<file path="config.mk">
export PLATFORM = sky130hd
export DESIGN_NAME = alu_2_seq
export DESIGN_NICKNAME = d
export VERILOG_FILES = /design/src/rtl/alu_2_seq.sv
export SDC_FILE = /design/constraint.sdc
export NUM_CORES = 1
export LEC_CHECK = 0
export CORE_MARGIN = 5
export CORE_UTILIZATION = 47
export DETAILED_ROUTE_END_ITERATION = 8
export GPL_TIMING_DRIVEN = 1
export PLACE_DENSITY = 0.79
export SETUP_SLACK_MARGIN = 0.1
export SYNTH_ARGS = -nofsm -noshare
export SYNTH_HDL_FRONTEND = slang
export SYNTH_SLANG_ARGS = --single-unit
</file>
<file path="constraint.sdc">
create_clock -name clk -period 3.6 [get_ports clk]
set_input_delay 0.36 -clock clk [delete_from_list [all_inputs] [get_ports clk]]
set_output_delay 0.36 -clock clk [all_outputs]
set_load 0.05 [all_outputs]
</file>
<file path="src/rtl/alu_2_seq.sv">
// alu_2_seq -- digit-serial sequencer around a single 2-bit alu_2 slice.
//
// Latches WIDTH-bit operands and issues them to the slice one 2-bit digit
// at a time, least-significant digit first. Each digit's returned carry is
// chained into the next digit's carry_in. The returned zout digits are
// reassembled into a WIDTH-bit result. The final (most-significant) digit's
// overflow and carry are reported as the operation flags.
//
// Parameters:
//   WIDTH   - operand width, even and >= 2 (digit count D = WIDTH/2)
//   ALU_LAT - fixed slice latency, issue to zout/overflow/carry_out valid
//
// Ports:
//   clk, rst                  clock, synchronous active-high reset
//   start                     operation request, accepted only when idle
//   x, y, cin                 operands and initial carry, sampled on accept
//   cmpl_x, cmpl_y, op_and,
//   op_xor, op_arith          operation controls, sampled on accept
//   busy                      high from the cycle after accept through done
//   done                      one-cycle pulse, result and flags valid
//   result, overflow,
//   carry_out                 assembled result and final-digit flags
//   alu_*  (outputs)          slice inputs, nonzero only in the issue cycle
//   alu_zout, alu_overflow,
//   alu_carry_out (inputs)    slice outputs, ALU_LAT cycles after issue
module alu_2_seq #(
  parameter int WIDTH   = 8,
  parameter int ALU_LAT = 7
) (
  input  logic             clk,
  input  logic             rst,
  input  logic             start,
  input  logic [WIDTH-1:0] x,
  input  logic [WIDTH-1:0] y,
  input  logic             cin,
  input  logic             cmpl_x,
  input  logic             cmpl_y,
  input  logic             op_and,
  input  logic             op_xor,
  input  logic             op_arith,
  output logic             busy,
  output logic             done,
  output logic [WIDTH-1:0] result,
  output logic             overflow,
  output logic             carry_out,
  output logic [1:0]       alu_xin,
  output logic [1:0]       alu_yin,
  output logic             alu_carry_in,
  output logic             alu_end_bar,
  output logic             alu_cmpl_x,
  output logic             alu_cmpl_y,
  output logic             alu_op_and,
  output logic             alu_op_xor,
  output logic             alu_op_arith,
  input  logic [1:0]       alu_zout,
  input  logic             alu_overflow,
  input  logic             alu_carry_out
);

  localparam int D     = WIDTH / 2;
  localparam int IDX_W = (D > 1) ? $clog2(D) : 1;
  localparam int CNT_W = (ALU_LAT > 1) ? $clog2(ALU_LAT) : 1;

  typedef enum logic [1:0] {
    S_IDLE  = 2'd0,
    S_ISSUE = 2'd1,
    S_WAIT  = 2'd2,
    S_DONE  = 2'd3
  } state_t;

  state_t             state;
  state_t             state_nxt;
  logic [WIDTH-1:0]   x_r;
  logic [WIDTH-1:0]   y_r;
  logic               cin_r;
  logic               cmpl_x_r;
  logic               cmpl_y_r;
  logic               op_and_r;
  logic               op_xor_r;
  logic               op_arith_r;
  logic [IDX_W-1:0]   idx;
  logic [CNT_W-1:0]   cnt;
  logic               carry_r;
  logic               last_digit;
  logic               capture;
  logic               accept;

  assign last_digit = (idx == IDX_W'(D - 1));
  // The slice result for the current digit is valid exactly when the wait
  // counter reaches zero; nothing is captured outside WAIT, so slice output
  // still draining after a reset is never observed.
  assign capture    = (state == S_WAIT) && (cnt == '0);
  assign accept     = (state == S_IDLE) && start;

  assign busy = (state != S_IDLE);
  assign done = (state == S_DONE);

  always_comb begin
    state_nxt = state;
    case (state)
      S_IDLE:  if (start) state_nxt = S_ISSUE;
      S_ISSUE: state_nxt = S_WAIT;
      S_WAIT:  if (capture) state_nxt = last_digit ? S_DONE : S_ISSUE;
      S_DONE:  state_nxt = S_IDLE;
      default: state_nxt = S_IDLE;
    endcase
  end

  // Slice inputs are held at zero except in the single issue cycle.
  always_comb begin
    alu_xin      = 2'b00;
    alu_yin      = 2'b00;
    alu_carry_in = 1'b0;
    alu_end_bar  = 1'b0;
    alu_cmpl_x   = 1'b0;
    alu_cmpl_y   = 1'b0;
    alu_op_and   = 1'b0;
    alu_op_xor   = 1'b0;
    alu_op_arith = 1'b0;
    if (state == S_ISSUE) begin
      alu_xin      = x_r[2*int'(idx) +: 2];
      alu_yin      = y_r[2*int'(idx) +: 2];
      alu_carry_in = (idx == '0) ? cin_r : carry_r;
      alu_end_bar  = !last_digit;
      alu_cmpl_x   = cmpl_x_r;
      alu_cmpl_y   = cmpl_y_r;
      alu_op_and   = op_and_r;
      alu_op_xor   = op_xor_r;
      alu_op_arith = op_arith_r;
    end
  end

  // Operand capture on accept
  always_ff @(posedge clk) begin
    if (accept) begin
      x_r        <= x;
      y_r        <= y;
      cin_r      <= cin;
      cmpl_x_r   <= cmpl_x;
      cmpl_y_r   <= cmpl_y;
      op_and_r   <= op_and;
      op_xor_r   <= op_xor;
      op_arith_r <= op_arith;
    end
  end

  // Sequencing, digit capture and flag update
  always_ff @(posedge clk) begin
    if (rst) begin
      state     <= S_IDLE;
      idx       <= '0;
      cnt       <= '0;
      carry_r   <= 1'b0;
      result    <= '0;
      overflow  <= 1'b0;
      carry_out <= 1'b0;
    end else begin
      state <= state_nxt;
      case (state)
        S_IDLE: begin
          if (start) begin
            idx       <= '0;
            result    <= '0;
            overflow  <= 1'b0;
            carry_out <= 1'b0;
          end
        end
        S_ISSUE: cnt <= CNT_W'(ALU_LAT - 1);
        S_WAIT: begin
          if (capture) begin
            result[2*int'(idx) +: 2] <= alu_zout;
            carry_r                  <= alu_carry_out;
            if (last_digit) begin
              overflow  <= alu_overflow;
              carry_out <= alu_carry_out;
            end else begin
              idx <= idx + 1'b1;
            end
          end else begin
            cnt <= cnt - 1'b1;
          end
        end
        default: ;
      endcase
    end
  end

endmodule

</file>
==> results by group, run 1 <==
Placed design
  – Port Buf Inserts: 51
  – Pre-CTS setup slack: around 1.0 ns
  – Inst Count DP: 251
  – Half-perimeter wire length after placement: 2920 um
  – GP Congestion: 0.769

Worst setup path
  – Crit. Startpoint: state[0]
  – Worst EP arrival: 2.55 ns
  – Startpoint Class: register
  – WP data required: roughly 3.2 ns
  – Setup CP Type: reg -> out
  – Reg2reg start: idx[0]
  – CP Max Fanout: 15
  – CP endpoint kind: output port

Timing
  – Final period util: 80.8%
  – RSZ-0062 raised after global routing: no
  – Post-layout min period: 2.91 ns
  – Worst Skew: roughly 0.0073 ns
  – TNS Setup: 0 ns
  – Final Setup Violations: 0
  – Final worst setup slack: 0.689 ns
  – Tightest Pin Transition: 0.680 ns
  – Slew margin rel.: a little over half
  – FMAX: about 340 MHz
  – Final Max Slew Viols: 0
  – Final hold vios: 0

Floorplanning
  – I/O pin cnt: 52
  – Row cnt: 22
  – Die X: 72.6 um
  – Die height: just over 70 um
  – Die Footprint: 5280 sq um
  – Initial Utilization: 49.3%
  – Core area: 3740 sq um

Yosys
  – Mapped Area: around 1800 sq um
  – Synth Area in Simple Gates: 18.2%
  – Seq/Total Area, Yosys: 55.4%
  – Syn_nets: roughly 190
  – Post-synth ARST share: 0%
  – Top cell type's share of synthesized area: a little over a third
  – Mapped Cells: 157
  – Top-count cell post-synth: edfxtp_1
  – Leading area contributor after synthesis: edfxtp_1
  – Adder-cell share of the synthesized area: 5.43%
  – Mux contribution to synthesized area: 6.24%
  – Yosys warns: 0
  – Xor-xnor portion of the synthesized cell area: 0%
  – Post-synth cell types: 37
  – Largest cells by area after synthesis: edfxtp_1, dfxtp_1, mux4_1
  – Synth Flop Type: edfxtp_1
  – Compound-cell area share of the yosys netlist: 11.9%
  – Avg Cell Area, Syn: between 10 and 15 sq um
  – Number of flops mapped to enable cells by yosys: 22
  – Register bit count reported by yosys: 40
  – Largest family of logic cells by synthesized area: simple AND/OR/NAND/NOR gates
  – Commonest cells post-synth: edfxtp_1, dfxtp_1, nor2_1, nand2_1

Run
  – Total of max-cap violations: 0

Global routing
  – Initial antenna violation count: 0
  – Remaining Overflow, GRT: 0
  – Global-route wire length before repair: 6420 um
  – Largest net degree at the start of global routing: 25
  – Gr busiest metal: met2
  – Gr usage total: 16.1%
  – Met1 Use GR: a little under a fifth
  – Vias in the first global route: 1392
  – Met3 Use GR: 6.06%
  – Met2 Resource Use GR: 27.3%

Cells and area
  – Layout cells sized above 1: 7.58%
  – # diodes: 0
  – Fill cell count: 297
  – Area delta synth->final: 34.7%
  – Final Non-Filler Cells: 259
  – Final #Nets: around 250

CTS
  – CTS tree: yes
  – Postcts setup bufs: 0
  – Post-CTS Hold Buffers: 0
  – PostCTS Resize Cnt: 0
  – Root Buffer: clkbuf_8
  – Clk_lat worst skew: 0.29 ns
  – Max Root-Sink Buffers: 2
  – Clock sinks: 40
  – Total CTS buffers: 5
  – H-tree Lvls: 2
  – Clk slew on worst S/H paths: 0.08 ns

Pwr
  – Leak: 0.000900 uW
  – Power per cell area: 411 nW/um^2
  – Peak VDD IR: 0.285 mV

Outcome
  – Status: finished, final reports clean

Min path
  – Hold path startpoint: result[0]
  – Worst Hold Class: reg -> reg

Detailed routing
  – Vias after detailed routing: roughly 1400
  – Drt pass-1 iters: 5
  – Wire length per cell: between 15 and 20 um
  – Post-Route WL: 3900 um
  – Post-route DRC: 0
  – Vias per inst: around 5.4
  – Iteration-0 DRC count of the detailed router: 109
  – DRT antenna net count: 0
where the power goes:
group          switching (uW)  total, uW  internal, uW  leakage (uW)
registers                19.0        531           512      0.000356
clock network             151        304           153     0.0000510
logic                     104        186          82.3      0.000493
total                     274       1020           747      0.000900
registers in the layout (all words and copies together), names as in the netlist, 2 cells and up:
register,flops
idx,2
state,2
cnt,3
result,8
y_r,8
x_r,8
worst max-delay path: stages, from the launching register on:
cell             delay [ns]
dfxtp_1                0.61
clkinv_1               0.37
nor2_1                 0.29
and2_1                 0.17
clkdlybuf4s50_1        0.81
metal layers:
metal,share of wire (%),up-vias,routed length [um]
met5,0,-,0
met1,41,656,1610
met3,6.3,10,247
met4,1.5,0,59
met2,51,57,1980
li1,-,684,-
cells in the final DEF, fill, tap and decap left out, drive strengths merged:
| master | instances |
|---|---|
| nand3b | 1 |
| a41oi | 2 |
| nor3 | 1 |
| clkdlybuf4s50 | 51 |
| nor3b | 3 |
| mux2i | 1 |
| a21oi | 9 |
| nor2b | 6 |
| a32o | 1 |
| inv | 4 |
| o21ai | 9 |
| a221oi | 1 |
| ha | 8 |
| nand2b | 6 |
| or2 | 3 |
| buf | 1 |
| a31oi | 1 |
| mux4 | 4 |
| or3b | 1 |
| o2bb2ai | 4 |
| clkbuf | 6 |
| edfxtp | 22 |
| dfxtp | 18 |
| nand4 | 1 |
| and2 | 7 |
| a41o | 2 |
| nand3 | 5 |
| o22ai | 1 |
| a22o | 2 |
| and3 | 4 |
| nor4 | 1 |
| nand2 | 10 |
| clkinv | 3 |
| nor2 | 11 |
| o21a | 1 |
cell type report:
class                      instances  area [sq um]  area share (%)
sequential                        40          1020            41.1
clock buffer                       6          82.6            3.32
clock inverter                     2          10.0           0.403
multi-input combinational        106           774            31.2
inverter                           5          18.8           0.755
tap                               48          60.1            2.42
timing repair buffer              52           518            20.8
stage by stage:
| stage | util, % | hold WS [ns] | cell area, sq um | power, uW |
|---|---|---|---|---|
| floorplan | - | 0.453 | 1840 | 656 |
| global placement | 63.9 | 0.440 | 2390 | 719 |
| detailed placement | 63.9 | 0.450 | 2390 | 727 |
| CTS | 66.4 | 0.461 | 2480 | 1030 |
| global route | 66.4 | 0.475 | 2480 | 1070 |
| finish | 66.4 | 0.453 | 2480 | 1020 |
worst paths after layout:
path                       end  slack (ns)  depth (start not counted)
setup / recovery  alu_op_arith        0.69                          4
hold / removal       result[0]        0.45                          2
setup reg to reg     result[3]        1.62                          5
hold reg to reg      result[0]        0.45                          2
kinds of logic after synthesis:
group,after synthesis
DFF,40
muxes,5
adders and majority gates,8
buffers and inverters,11
and+or+nand+nor,60
AOI/OAI and AO/OA,33
No activity file was read; power rests on OpenSTA's default activity.
==> inputs of run 2 (changes only) <==
--- a/config.mk
+++ b/config.mk
@@ -6,10 +6,10 @@
 export NUM_CORES = 1
 export LEC_CHECK = 0
 export CORE_MARGIN = 5
-export CORE_UTILIZATION = 47
+export CORE_UTILIZATION = 43
 export DETAILED_ROUTE_END_ITERATION = 8
 export GPL_TIMING_DRIVEN = 1
-export PLACE_DENSITY = 0.79
+export PLACE_DENSITY = 0.76
 export SETUP_SLACK_MARGIN = 0.1
 export SYNTH_ARGS = -nofsm -noshare
 export SYNTH_HDL_FRONTEND = slang
==> constraint.sdc (replaced) <==
create_clock -name clk -period 2.58 [get_ports clk]
set_input_delay 0.258 -clock clk [delete_from_list [all_inputs] [get_ports clk]]
set_output_delay 0.258 -clock clk [all_outputs]
set_load 0.05 [all_outputs]
==> run 2 against run 1 <==
- critical path depth shrank 1
- critical path type unchanged
- via count up 1.9%
- final area is 1.2% higher
- non-clock buffer count increased by 3
- sequential power grew 37%
- total power up 47%
- critical endpoint is now alu_end_bar
- utilization down 4.8 points
- hold slack better by 0.0019 ns
- clock skew up 0.00066 ns
- die area up 8.0%
- clock-buffer cell count shrank 1
- flip-flop and latch count stayed put
==> results by group, run 2 (synthesized netlist as in run 1, its figures left out) <==
Timing
  – Tightest Pin Transition: 0.589 ns (-0.0911 ns)
  – Final Setup Violations: 0 (unchanged)
  – RSZ-0062 raised after global routing: no
  – Final hold vios: 0 (unchanged)
  – Final Max Slew Viols: 0 (unchanged)
  – Slew margin rel.: 60.7% (+6.1 points)
  – Hold_ws: 0.455 ns (+0.00189 ns)
  – TNS Setup: 0 ns (unchanged)
  – Post-layout min period: 2.20 ns
  – FMAX: 455 MHz
  – Worst Skew: 0.00795 ns (+0.000662 ns)
  – Final period util: 85.1%

Floorplanning
  – Die Footprint: 5700 sq um (+8.0%)
  – Core area: 4090 sq um (+9.2%)
  – Initial Utilization: 45.1% (-4.1 points)
  – Die height: 75.5 um (+3.9%)
  – Die X: 75.5 um (+3.9%)
  – I/O pin cnt: 52 (unchanged)
  – Row cnt: 23 (+4.5%)

Worst setup path
  – Worst EP arrival: 1.94 ns (-0.61 ns)
  – Setup CP Type: reg -> out
  – WP data required: 2.32 ns (-0.92 ns)
  – CP Max Fanout: 9 (-6)
  – CP endpoint kind: output port
  – Startpoint Class: register

CTS
  – Post-CTS Hold Buffers: 0 (unchanged)
  – Root Buffer: clkbuf_8
  – Clock sinks: 40 (unchanged)
  – Total CTS buffers: 5 (unchanged)
  – CTS tree: yes
  – Clk slew on worst S/H paths: 0.08 ns (about the same)
  – Clk_lat worst skew: 0.29 ns (about the same)
  – H-tree Lvls: 2 (unchanged)
  – Max Root-Sink Buffers: 2 (unchanged)
  – Postcts setup bufs: 0 (unchanged)

Cells and area
  – Seq. cell area: 1020 sq um (+0.12%)
  – # diodes: 0 (unchanged)
  – Area occupied by multi-input gates: 781 sq um (+0.81%)
  – Most frequent cells in the layout: clkdlybuf4s50_1, edfxtp_1, dfxtp_1, nor2_1
  – Fill cell count: 329 (+11%)
  – Final #Nets: 250 (+1.2%)
  – Final Non-Filler Cells: 264 (+1.9%)
  – Layout cells sized above 1: 11.2% (+3.6 points)
  – Area delta synth->final: 36.4%
  – Top Registers: result x8, x_r x8, y_r x8
  – Commonest non-fill, non-tap cell in the layout: clkdlybuf4s50_1

Global routing
  – Gr usage total: 16.1% (+0.042 points)
  – Largest net degree at the start of global routing: 24 (-4.0%)
  – Remaining Overflow, GRT: 0 (unchanged)
  – Vias in the first global route: 1513 (+8.7%)
  – Initial antenna violation count: 0 (unchanged)
  – Global-route wire length before repair: 6830 um (+6.4%)

Placed design
  – Port Buf Inserts: 51 (unchanged)
  – GP Congestion: 0.808 (+5.0%)
  – Half-perimeter wire length after placement: 3100 um (+6.2%)
  – Inst Count DP: 256 (+2.0%)

Pwr
  – Final Power: 1500 uW (+47%)
  – Peak VDD IR: 0.371 mV (+30%)
  – Power per cell area: 598 nW/um^2 (+45%)
  – Leak: 0.000960 uW (+6.7%)

Detailed routing
  – Drt pass-1 iters: 4 (-1)
  – Vias per inst: 5.43 (about the same)
  – Iteration-0 DRC count of the detailed router: 137 (+26%)
  – Post-route DRC: 0 (unchanged)
  – Vias after detailed routing: 1434 (+1.9%)
  – Wire length per cell: 15.9 um (+5.7%)
  – DRT antenna net count: 0 (unchanged)
  – Post-Route WL: 4200 um (+7.7%)

Run
  – Total of max-cap violations: 0 (unchanged)

Outcome
  – Status: finished, final reports clean

Min path
  – Worst Hold Class: reg -> reg
[run 2: changes by cell type in the layout (fill, tap and decap cells not counted), sizes merged]
cell | before | now
bufinv | 0 | 1
buf | 1 | 10
dlygate4sd2 | 0 | 3
dlymetal6s2s | 0 | 1
clkdlybuf4s50 | 51 | 41
clkbuf | 6 | 5
[run 2: routing by layer]
| metal | share of wire [%] | GRT usage (%) | vias to the layer above | routed length, um |
|---|---|---|---|---|
| li1 | - | - | 688 | - |
| met1 | 39 | 18.0 | 686 | 1650 |
| met2 | 53 | 28.8 | 54 | 2230 |
| met3 | 6.4 | 4.75 | 6 | 269 |
| met4 | 1.4 | 6.21 | 0 | 57 |
| met5 | 0 | 0 | - | 0 |
[run 2: final timing paths]
path	from	end	slack, ns	cells after the start
setup / recovery	idx[1]	alu_end_bar	0.38	3
hold / removal	result[5]	result[5]	0.45	2
setup reg to reg	cnt[0]	cnt[0]	0.71	6
hold reg to reg	result[5]	result[5]	0.45	2
[run 2: repair_timing]
item                       CTS  global route
hold endpoints to repair     0             0
resized for setup            4             1
setup endpoints to repair    4             1
[run 2: cell type report]
class / instances / area share (%)
clock buffer: 5 / 2.74
clock inverter: 3 / 1.49
inverter: 5 / 0.746
multi-input combinational: 106 / 31.0
sequential: 40 / 40.6
tap: 50 / 2.49
timing repair buffer: 55 / 20.8
[run 2: critical path, cell delays in order, from the launching register on]
cell and delay [ns]:
dfxtp_1 0.42, ha_1 0.29, nor2_1 0.12, clkdlybuf4s50_1 0.81
[run 2: stage by stage]
stage / area, sq um / util [%] / setup slack (ns)
2_1_floorplan: 1850 / - / 0.729
3_3_place_gp: 2410 / 58.9 / 0.296
3_5_place_dp: 2410 / 58.9 / 0.274
4_1_cts: 2510 / 61.5 / 0.105
5_1_grt: 2510 / 61.5 / 0.292
6_report: 2510 / 61.5 / 0.384
[run 2: where the power goes]
| part | internal [uW] | switching [uW] | leakage (uW) | total [uW] |
|---|---|---|---|---|
| clock | 282 | 215 | 0.0000532 | 497 |
| combinational | 116 | 160 | 0.000550 | 276 |
| sequential | 714 | 15.4 | 0.000357 | 730 |
| total | 1110 | 390 | 0.000960 | 1500 |
